===== src/rtl/multicycle_ctrl.sv =====
// -----------------------------------------------------------------------------
// multicycle_ctrl
//   Main controller for a multi-cycle ARM-subset datapath. It runs as a Moore
//   FSM on the rising clock edge. The fetch stage samples the strobes on the
//   following falling edge. The controller sequences the following instruction
//   classes:
//     - data-processing (DP) and compare instructions
//     - LDR and STR, with a configurable memory latency
//     - B, BL and BX
//     - the undefined-instruction class
//
//   Parameters
//     MEM_LAT : number of data-memory access cycles per LDR/STR (must be >= 1)
//     CNT_W   : width of the performance counters
//
//   Optional feature macro: MULTICYCLE_PERF_EN
//     defined     : cyc_cnt and ret_cnt are live counters
//     not defined : no counter flops; both counter outputs are tied to 0
//
//   Ports
//     clk          in   system clock (rising edge)
//     rst_n        in   asynchronous active-low reset
//     IR           in   latched instruction from the fetch stage
//     W_IR_valid   in   condition-pass flag from the fetch stage
//     write_ir     out  IR load strobe
//     write_pc     out  PC update strobe
//     pc_s         out  PC source: 00 = PC+4, 01 = branch target, 10 = register
//     alu_op       out  ALU opcode
//     alu_src_imm  out  ALU B operand is the immediate
//     nzcv_we      out  update the NZCV flags
//     rf_we        out  register-file write enable
//     rf_wsel      out  RF write data: 0 = ALU result, 1 = memory data
//     lr_we        out  write the PC into R14 (BL)
//     mem_re       out  data-memory read
//     mem_we       out  data-memory write
//     instr_done   out  pulse on the last state of each instruction
//     undef        out  pulse on an undefined instruction
//     state        out  current state code (debug)
//     cyc_cnt      out  cycle counter
//     ret_cnt      out  retired-instruction counter
// -----------------------------------------------------------------------------
module multicycle_ctrl #(
    parameter int MEM_LAT = 1,
    parameter int CNT_W   = 32
) (
    input  logic             clk,
    input  logic             rst_n,
    input  logic [31:0]      IR,
    input  logic             W_IR_valid,
    output logic             write_ir,
    output logic             write_pc,
    output logic [1:0]       pc_s,
    output logic [3:0]       alu_op,
    output logic             alu_src_imm,
    output logic             nzcv_we,
    output logic             rf_we,
    output logic             rf_wsel,
    output logic             lr_we,
    output logic             mem_re,
    output logic             mem_we,
    output logic             instr_done,
    output logic             undef,
    output logic [3:0]       state,
    output logic [CNT_W-1:0] cyc_cnt,
    output logic [CNT_W-1:0] ret_cnt
);

    // The counter only has to hold MEM_LAT-1.
    localparam int MC_W = (MEM_LAT > 1) ? $clog2(MEM_LAT) : 1;

    typedef enum logic [3:0] {
        S_FETCH  = 4'd0,
        S_DECODE = 4'd1,
        S_EXEC   = 4'd2,
        S_WB     = 4'd3,
        S_MADDR  = 4'd4,
        S_MRD    = 4'd5,
        S_MWR    = 4'd6,
        S_WBLD   = 4'd7,
        S_BR     = 4'd8,
        S_BX     = 4'd9
    } state_e;

    state_e            state_q, state_d;
    logic [MC_W-1:0]   mem_cnt_q, mem_cnt_d;

    logic              is_bx;
    logic [3:0]        dp_op;
    logic              is_cmp;
    logic              unused_ir;

    assign is_bx     = (IR[27:4] == 24'h12FFF1);
    assign dp_op     = IR[24:21];
    // TST/TEQ/CMP/CMN (opcodes 8..B) only set the flags and have no write-back.
    assign is_cmp    = (dp_op[3:2] == 2'b10);
    // The condition field is evaluated in the fetch stage.
    assign unused_ir = ^{IR[31:28], IR[3:0]};

    // -------------------------------------------------------------------------
    // State register. An asynchronous reset forces FETCH immediately, so the
    // memory strobes and rf_we drop without waiting for a clock edge.
    // -------------------------------------------------------------------------
    always_ff @(posedge clk or negedge rst_n) begin
        if (!rst_n) begin
            state_q   <= S_FETCH;
            mem_cnt_q <= '0;
        end else begin
            state_q   <= state_d;
            mem_cnt_q <= mem_cnt_d;
        end
    end

    // -------------------------------------------------------------------------
    // Next-state logic and Moore outputs (decoded from state, IR and counter).
    // -------------------------------------------------------------------------
    always_comb begin
        state_d     = state_q;
        mem_cnt_d   = mem_cnt_q;
        write_ir    = 1'b0;
        write_pc    = 1'b0;
        pc_s        = 2'b00;
        alu_op      = 4'h0;
        alu_src_imm = 1'b0;
        nzcv_we     = 1'b0;
        rf_we       = 1'b0;
        rf_wsel     = 1'b0;
        lr_we       = 1'b0;
        mem_re      = 1'b0;
        mem_we      = 1'b0;
        instr_done  = 1'b0;
        undef       = 1'b0;

        case (state_q)
            S_FETCH: begin
                // The PC advances even when the condition fails.
                // A skipped instruction therefore costs exactly one cycle.
                write_ir = 1'b1;
                write_pc = 1'b1;
                pc_s     = 2'b00;
                state_d  = W_IR_valid ? S_DECODE : S_FETCH;
            end
            S_DECODE: begin
                if (is_bx) begin
                    state_d = S_BX;
                end else begin
                    case (IR[27:26])
                        2'b00:   state_d = S_EXEC;
                        2'b01:   state_d = S_MADDR;
                        2'b10:   state_d = S_BR;
                        default: begin
                            undef      = 1'b1;
                            instr_done = 1'b1;
                            state_d    = S_FETCH;
                        end
                    endcase
                end
            end
            S_EXEC: begin
                alu_op      = dp_op;
                alu_src_imm = IR[25];
                nzcv_we     = IR[20];
                if (is_cmp) begin
                    instr_done = 1'b1;
                    state_d    = S_FETCH;
                end else begin
                    state_d    = S_WB;
                end
            end
            S_WB: begin
                rf_we      = 1'b1;
                rf_wsel    = 1'b0;
                instr_done = 1'b1;
                state_d    = S_FETCH;
            end
            S_MADDR: begin
                // IR[23] (U bit) selects whether the offset is added or subtracted.
                alu_src_imm = 1'b1;
                alu_op      = IR[23] ? 4'h4 : 4'h2;
                mem_cnt_d   = MC_W'(MEM_LAT - 1);
                state_d     = IR[20] ? S_MRD : S_MWR;
            end
            S_MRD: begin
                mem_re = 1'b1;
                if (mem_cnt_q == '0) begin
                    state_d = S_WBLD;
                end else begin
                    mem_cnt_d = mem_cnt_q - MC_W'(1);
                end
            end
            S_MWR: begin
                mem_we = 1'b1;
                if (mem_cnt_q == '0) begin
                    instr_done = 1'b1;
                    state_d    = S_FETCH;
                end else begin
                    mem_cnt_d = mem_cnt_q - MC_W'(1);
                end
            end
            S_WBLD: begin
                rf_we      = 1'b1;
                rf_wsel    = 1'b1;
                instr_done = 1'b1;
                state_d    = S_FETCH;
            end
            S_BR: begin
                write_pc   = 1'b1;
                pc_s       = 2'b01;
                lr_we      = IR[24];
                instr_done = 1'b1;
                state_d    = S_FETCH;
            end
            S_BX: begin
                write_pc   = 1'b1;
                pc_s       = 2'b10;
                instr_done = 1'b1;
                state_d    = S_FETCH;
            end
            default: begin
                // Unused codes 10..15 recover to FETCH without asserting any strobe.
                state_d = S_FETCH;
            end
        endcase
    end

    assign state = state_q;

`ifdef MULTICYCLE_PERF_EN
    logic [CNT_W-1:0] cyc_cnt_q;
    logic [CNT_W-1:0] ret_cnt_q;

    // Both counters wrap naturally modulo 2^CNT_W.
    always_ff @(posedge clk or negedge rst_n) begin
        if (!rst_n) begin
            cyc_cnt_q <= '0;
            ret_cnt_q <= '0;
        end else begin
            cyc_cnt_q <= cyc_cnt_q + CNT_W'(1);
            if (instr_done) begin
                ret_cnt_q <= ret_cnt_q + CNT_W'(1);
            end
        end
    end

    assign cyc_cnt = cyc_cnt_q;
    assign ret_cnt = ret_cnt_q;
`else
    assign cyc_cnt = '0;
    assign ret_cnt = '0;
`endif

endmodule


===== config.mk =====
export PLATFORM = sky130hd
export DESIGN_NAME = multicycle_ctrl
export DESIGN_NICKNAME = d
export VERILOG_FILES = /design/src/rtl/multicycle_ctrl.sv
export SDC_FILE = /design/constraint.sdc
export NUM_CORES = 1
export LEC_CHECK = 0
export ABC_AREA = 1
export BUFFER_PORTS_ARGS = -buffer_cell sky130_fd_sc_hd__buf_2
export CAP_MARGIN = 20
export CORE_UTILIZATION = 34
export DETAILED_ROUTE_END_ITERATION = 7
export PLACE_DENSITY = 0.81
export SYNTH_ARGS = -nofsm -noshare
export SYNTH_HDL_FRONTEND = slang
export SYNTH_SLANG_ARGS = --single-unit

===== constraint.sdc =====
create_clock -name clk -period 1.6 [get_ports clk]
set_clock_uncertainty 0.15 [all_clocks]
set_input_delay 0.32 -clock clk [delete_from_list [all_inputs] [get_ports clk]]
set_output_delay 0.32 -clock clk [all_outputs]
set_load 0.005 [all_outputs]

# After elaboration in Yosys (flattened, before gate mapping)
# Cells that the tools add are included.
[op_classes]
n_eq_ne = 15
muxes = 28
n_reduce_logical = 9
addsub = 1
[op_table]
columns = ["operator", "count"]
rows = [
  ["24-bit by 21-bit == test with 1-bit output, second input constant", 1],
  ["4-bit case mux with 6 select lines", 1],
  ["4-bit by 3-bit == test with 1-bit output, second input constant", 4],
  ["1-bit two-way mux", 15],
  ["4-bit two-way mux", 3],
  ["4-bit case mux with 3 select lines", 1],
  ["4-bit by 2-bit == test with 1-bit output, second input constant", 2],
  ["4-bit == test, second input constant", 2],
  ["4-bit case mux with 2 select lines", 1],
  ["3-bit OR reduction", 2],
  ["2-bit == test, second input constant", 2],
  ["4-bit by 1-bit == test with 1-bit output, second input constant", 1],
  ["4-bit zero test", 1],
  ["2-bit two-way mux", 2],
  ["2-bit != test, second input constant", 2],
  ["1-bit case mux with 2 select lines", 2],
  ["1-bit case mux with 4 select lines", 1],
  ["2-bit case mux with 2 select lines", 1],
  ["2-bit OR reduction", 2],
  ["4-bit OR reduction", 1],
  ["3-bit two-way mux", 1],
  ["2-bit by 1-bit == test with 1-bit output, second input constant", 1],
  ["2-bit zero test", 1],
  ["2-bit AND reduction", 1],
  ["2 further kinds", 2],
]
[totals]
output_inout_bits = 85
word_cells = 55
ff_bits = 5
in_bits = 35

# Longest topological paths before layout
[logic_depth]
ltp_word = 5
depth_mapped = 7
mapped_depth_nobuf = 7

# Worst setup path after synthesis
# No wires, ideal clock.
[synth_timing]
kind = "reg-to-output"
start = "register state_q[0] (netlist: state[0])"
end = "output port instr_done"
t_arrival_ps = 1024
setup_slack_ps = 106
path_buffers = 0
stages_incl_launch_ff = 8
required_time_ps = 1130
path_cell_list = "dfrtp_1 -> inv_2 -> nand3_4 -> nor2_2 -> nand2_1 -> nand2_1 -> inv_1 -> nand2_1"
[synth_between]
elab_chain_len = 3
elab_cells_between_ends = 9
cone_classes = "eq/ne: 7; mux: 1; reduce/logical: 1"
[synth_rtl]
columns = ["element", "line_no", "source"]
rows = [
  ["from (decl)", "84", "state_e state_q, state_d;"],
  ["from (signal assigned)", "108", "state_q <= state_d;"],
  ["4-bit == test (tied with other cells)", "133", "case (state_q)"],
  ["4-bit OR reduction (no line)", "n/a", ""],
  ["1-bit case mux with 4 select lines (*)", "133", ""],
  ["to (decl)", "61", "output logic instr_done,"],
]
# Every way passes the cells marked *; elsewhere a longest branch is shown, timed or not.

# Final worst setup path
[layout_timing]
start = "register state_q[3] (netlist: state[3])"
end = "output port alu_op[1]"
[layout_between]
elab_chain_len = 2
elab_cells_between_ends = 3
cone_classes = "eq/ne: 2; mux: 1"
[layout_rtl]
columns = ["element", "line_no", "source"]
rows = [
  ["4-bit by 3-bit == test with 1-bit output or 4-bit by 2-bit == test with 1-bit output (tied branches)", "133", ""],
  ["4-bit case mux with 2 select lines (*)", "133", ""],
  ["to (decl)", "53", "output logic [3:0] alu_op,"],
]
# Marked as above.

==> metrics.md <==
| Metric | Value |
|---|---|
| Status | finished with violations |
| Violated checks | design-rule violations, negative setup slack |
| FF-to-FF Start | state[2] |
| Nets | around 280 |
| Post-synth cell types | 23 |
| Final Max Slew Viols | 0 |
| Clock Pin Slew Worst Setup and Hold Paths | roughly 0.040 ns |
| Hold WS | 0.2068 ns |
| DRT Pass-1 Iters | 8 |
| Top-level I/O count | 120 |
| Pleak | 0.8818 nW |
| # clock sinks | 4 |
| Placed Cells | roughly 260 |
| Antenna Cells | 0 |
| Maximum VDD drop | between 0.3 and 0.4 mV |
| Ys async rst share | 100.0% |
| Worst-Skew Late Latency | approximately 0.23 ns |
| P_sw | ~750 uW |
| Top FF cell, synth | dfrtp_1 |
| GRT Resource Usage Total | about 13% |
| Setup crit end kind | primary output |
| Row cnt | 19 |
| Hold EP | state[2] |
| Vias per cell | 3.828 |
| Largest net degree at the start of global routing | 6 |
| Gate power share | just under 80% |
| Routability Congestion | roughly 0.83 |
| Synth warnings | 0 |
| Vias | 1,045 |
| DRC errors left | 7 |
| WP data required | ~1.1 ns |
| R2R Path End | state[0] |
| Reg power frac | about an eighth |
| Hold Crit Start | IR[27] |
| Gate Count Post-Synth | 171 |
| Startpoint Class | register |
| Synth Area per Inst | a little over 6 um2 |
| Share of layout cells above drive strength 1 | about two fifths |
| Final Util | about half |
| Reg2Reg Depth | 8 |
| Seq cells post-synth | 4 |
| P&R area growth vs syn | 32.19% |
| Crit path max fanout | 5 |
| Hold Path Stages | 2 |
| Global route total overflow | 0 |
| Mapped cell area | roughly 0.0011 mm2 |
| Fmax | between 500 and 600 MHz |
| CTS tree | yes |
| Final setup viols | 17 |
| Core area | 0.002853 mm2 |
| Final WL | 2299 um |
| Die Span X | between 50 and 60 um |
| Worst EP arrival | approximately 1.4 ns |
| Die Y | between 50 and 60 um |
| Crit path kind | reg -> out |
| Hpwl dp | 1779 um |
| Most frequent cells in the layout | conb_1 (64), buf_2 (47), nand2_1 (26) |
| Clock network power share | under 10% |
| CTS root buf | clkbuf_4 |
| Post-layout minimum cycle time | approximately 1.8 ns |
| Initial Utilization | a little under two fifths |
| Worst hold path class | in -> reg |
| Max_cap viols | 0 |
| Final worst slack | -0.2269 ns |
| Filler cell count | ~270 |
| EDFF count, synth | 0 |
| Unrepaired setup endpoints after global routing | true |
| Clock Path Buffers | 2 |
| Vias in the first global route | about 860 |
| Fin area | around 0.0014 mm2 |
| Global-route wire length before repair | between 3000 and 4000 um |
| Area after DPL | around 0.0012 mm2 |
| Leading cell type in the layout, fill and taps excluded | conb_1 |
| Internal | between 800 and 900 uW |
| Die area | about 0.0033 mm2 |
| Initial DRC count | 40 |
| Max FFs per register | 4 |
| Crit share post-route | 114.2% |
| Hold Fails Final Rpt | 0 |
| Final Non-Filler Cells | 273 |
| DR WL/cell | between 8 and 9 um |
| ANT nets after route | 0 |
| Initial antenna violation count | 0 |
| DP Worst Slack | between 0.006 and 0.007 ns |
| H-tree Lvls | 1 |
| Register area share after synthesis | under 10% |
| Pwr/cell area | approximately 1100 mW/mm2 |
| Sw Share | a little under half |
| I/O Buffers | 47 |
| Reg2reg setup slack | about 0.2 ns |
| CTS Buf Count | 3 |
-- cell type report --
type / instances / area, um2 / share of cell area, %
inverters: 21 / 83.83 / 5.977
well taps: 31 / 38.79 / 2.765
clock buffers: 3 / 22.52 / 1.606
multi-input cells: 145 / 730.7 / 52.10
flip-flops and latches: 4 / 105.1 / 7.493
repair buffers: 69 / 421.7 / 30.06
-- Yosys cell counts, types with 2 or more instances --
library cell	number	area, um2
o22ai_1	2	12.51
nor3_2	2	20.02
nand2_2	2	12.51
inv_2	2	7.510
nand2_1	29	108.9
buf_4	64	480.5
nor2_1	22	82.58
dfrtp_1	4	100.1
nor3_1	4	20.02
nor2_2	4	25.02
nand3_1	5	25.02
inv_1	18	67.56
o21ai_1	3	15.01
-- layer usage --
layer / track usage [%] / wire (um) / vias to the layer above
met3: 0.6696 / 161 / 2
met5: 0 / 0 / -
li1: - / - / 533
met1: 12.84 / 795 / 452
met4: 4.082 / 19 / 0
met2: 27.09 / 1323 / 58
-- worst max path at each step --
| stage | start | endpoint | cells after the start |
|---|---|---|---|
| 3_3_place_gp | state[1] | instr_done | 8 |
| 5_1_grt | state[3] | instr_done | 8 |
| 6_report | state[3] | alu_op[1] | 5 |
| 4_1_cts | state[3] | instr_done | 8 |
| 2_1_floorplan | state[0] | instr_done | 7 |
| 3_5_place_dp | state[3] | alu_op[1] | 6 |
-- through the flow --
step | power, mW | TNS [ns]
3_3_place_gp | 1.012 | 0
6_report | 1.593 | -2.046
4_1_cts | 1.390 | -1.595
5_1_grt | 1.715 | -2.951
2_1_floorplan | 0.7527 | 0
3_5_place_dp | 1.026 | 0
-- critical path, stage by stage, from the launching register on --
cell     delay [ns]
dfrtp_2        0.44
nor2_4         0.16
nand3_4        0.11
buf_4          0.15
o22ai_2        0.13
buf_2          0.13
-- cells by family (layout without fill, tap and decap cells) --
group	after synthesis	after routing	synth area share, %
other	1	64	0.3534
buffers and inverters	85	93	52.95
AO/OA/AOI/OAI	8	8	4.244
AND/OR/NAND/NOR	73	73	33.02
flip-flops	4	4	9.434
-- power by group through the flow --
stage                     Combinational [mW]  Sequential [mW]  Clock, mW
after floorplan                        0.552            0.201          0
after global placement                 0.822            0.190          0
after detailed placement               0.836            0.190          0
after CTS                               1.06            0.200      0.131
after global routing                    1.37            0.217      0.127
final                                   1.26            0.211      0.125
-- timing repair --
action                     CTS  global route
resized for setup           19            11
setup buffers                7             5
pin swaps                    7             5
hold endpoints to repair     4             0
hold buffers                 1             0
setup endpoints to repair   17            17
(Power assumes the default switching activity.)
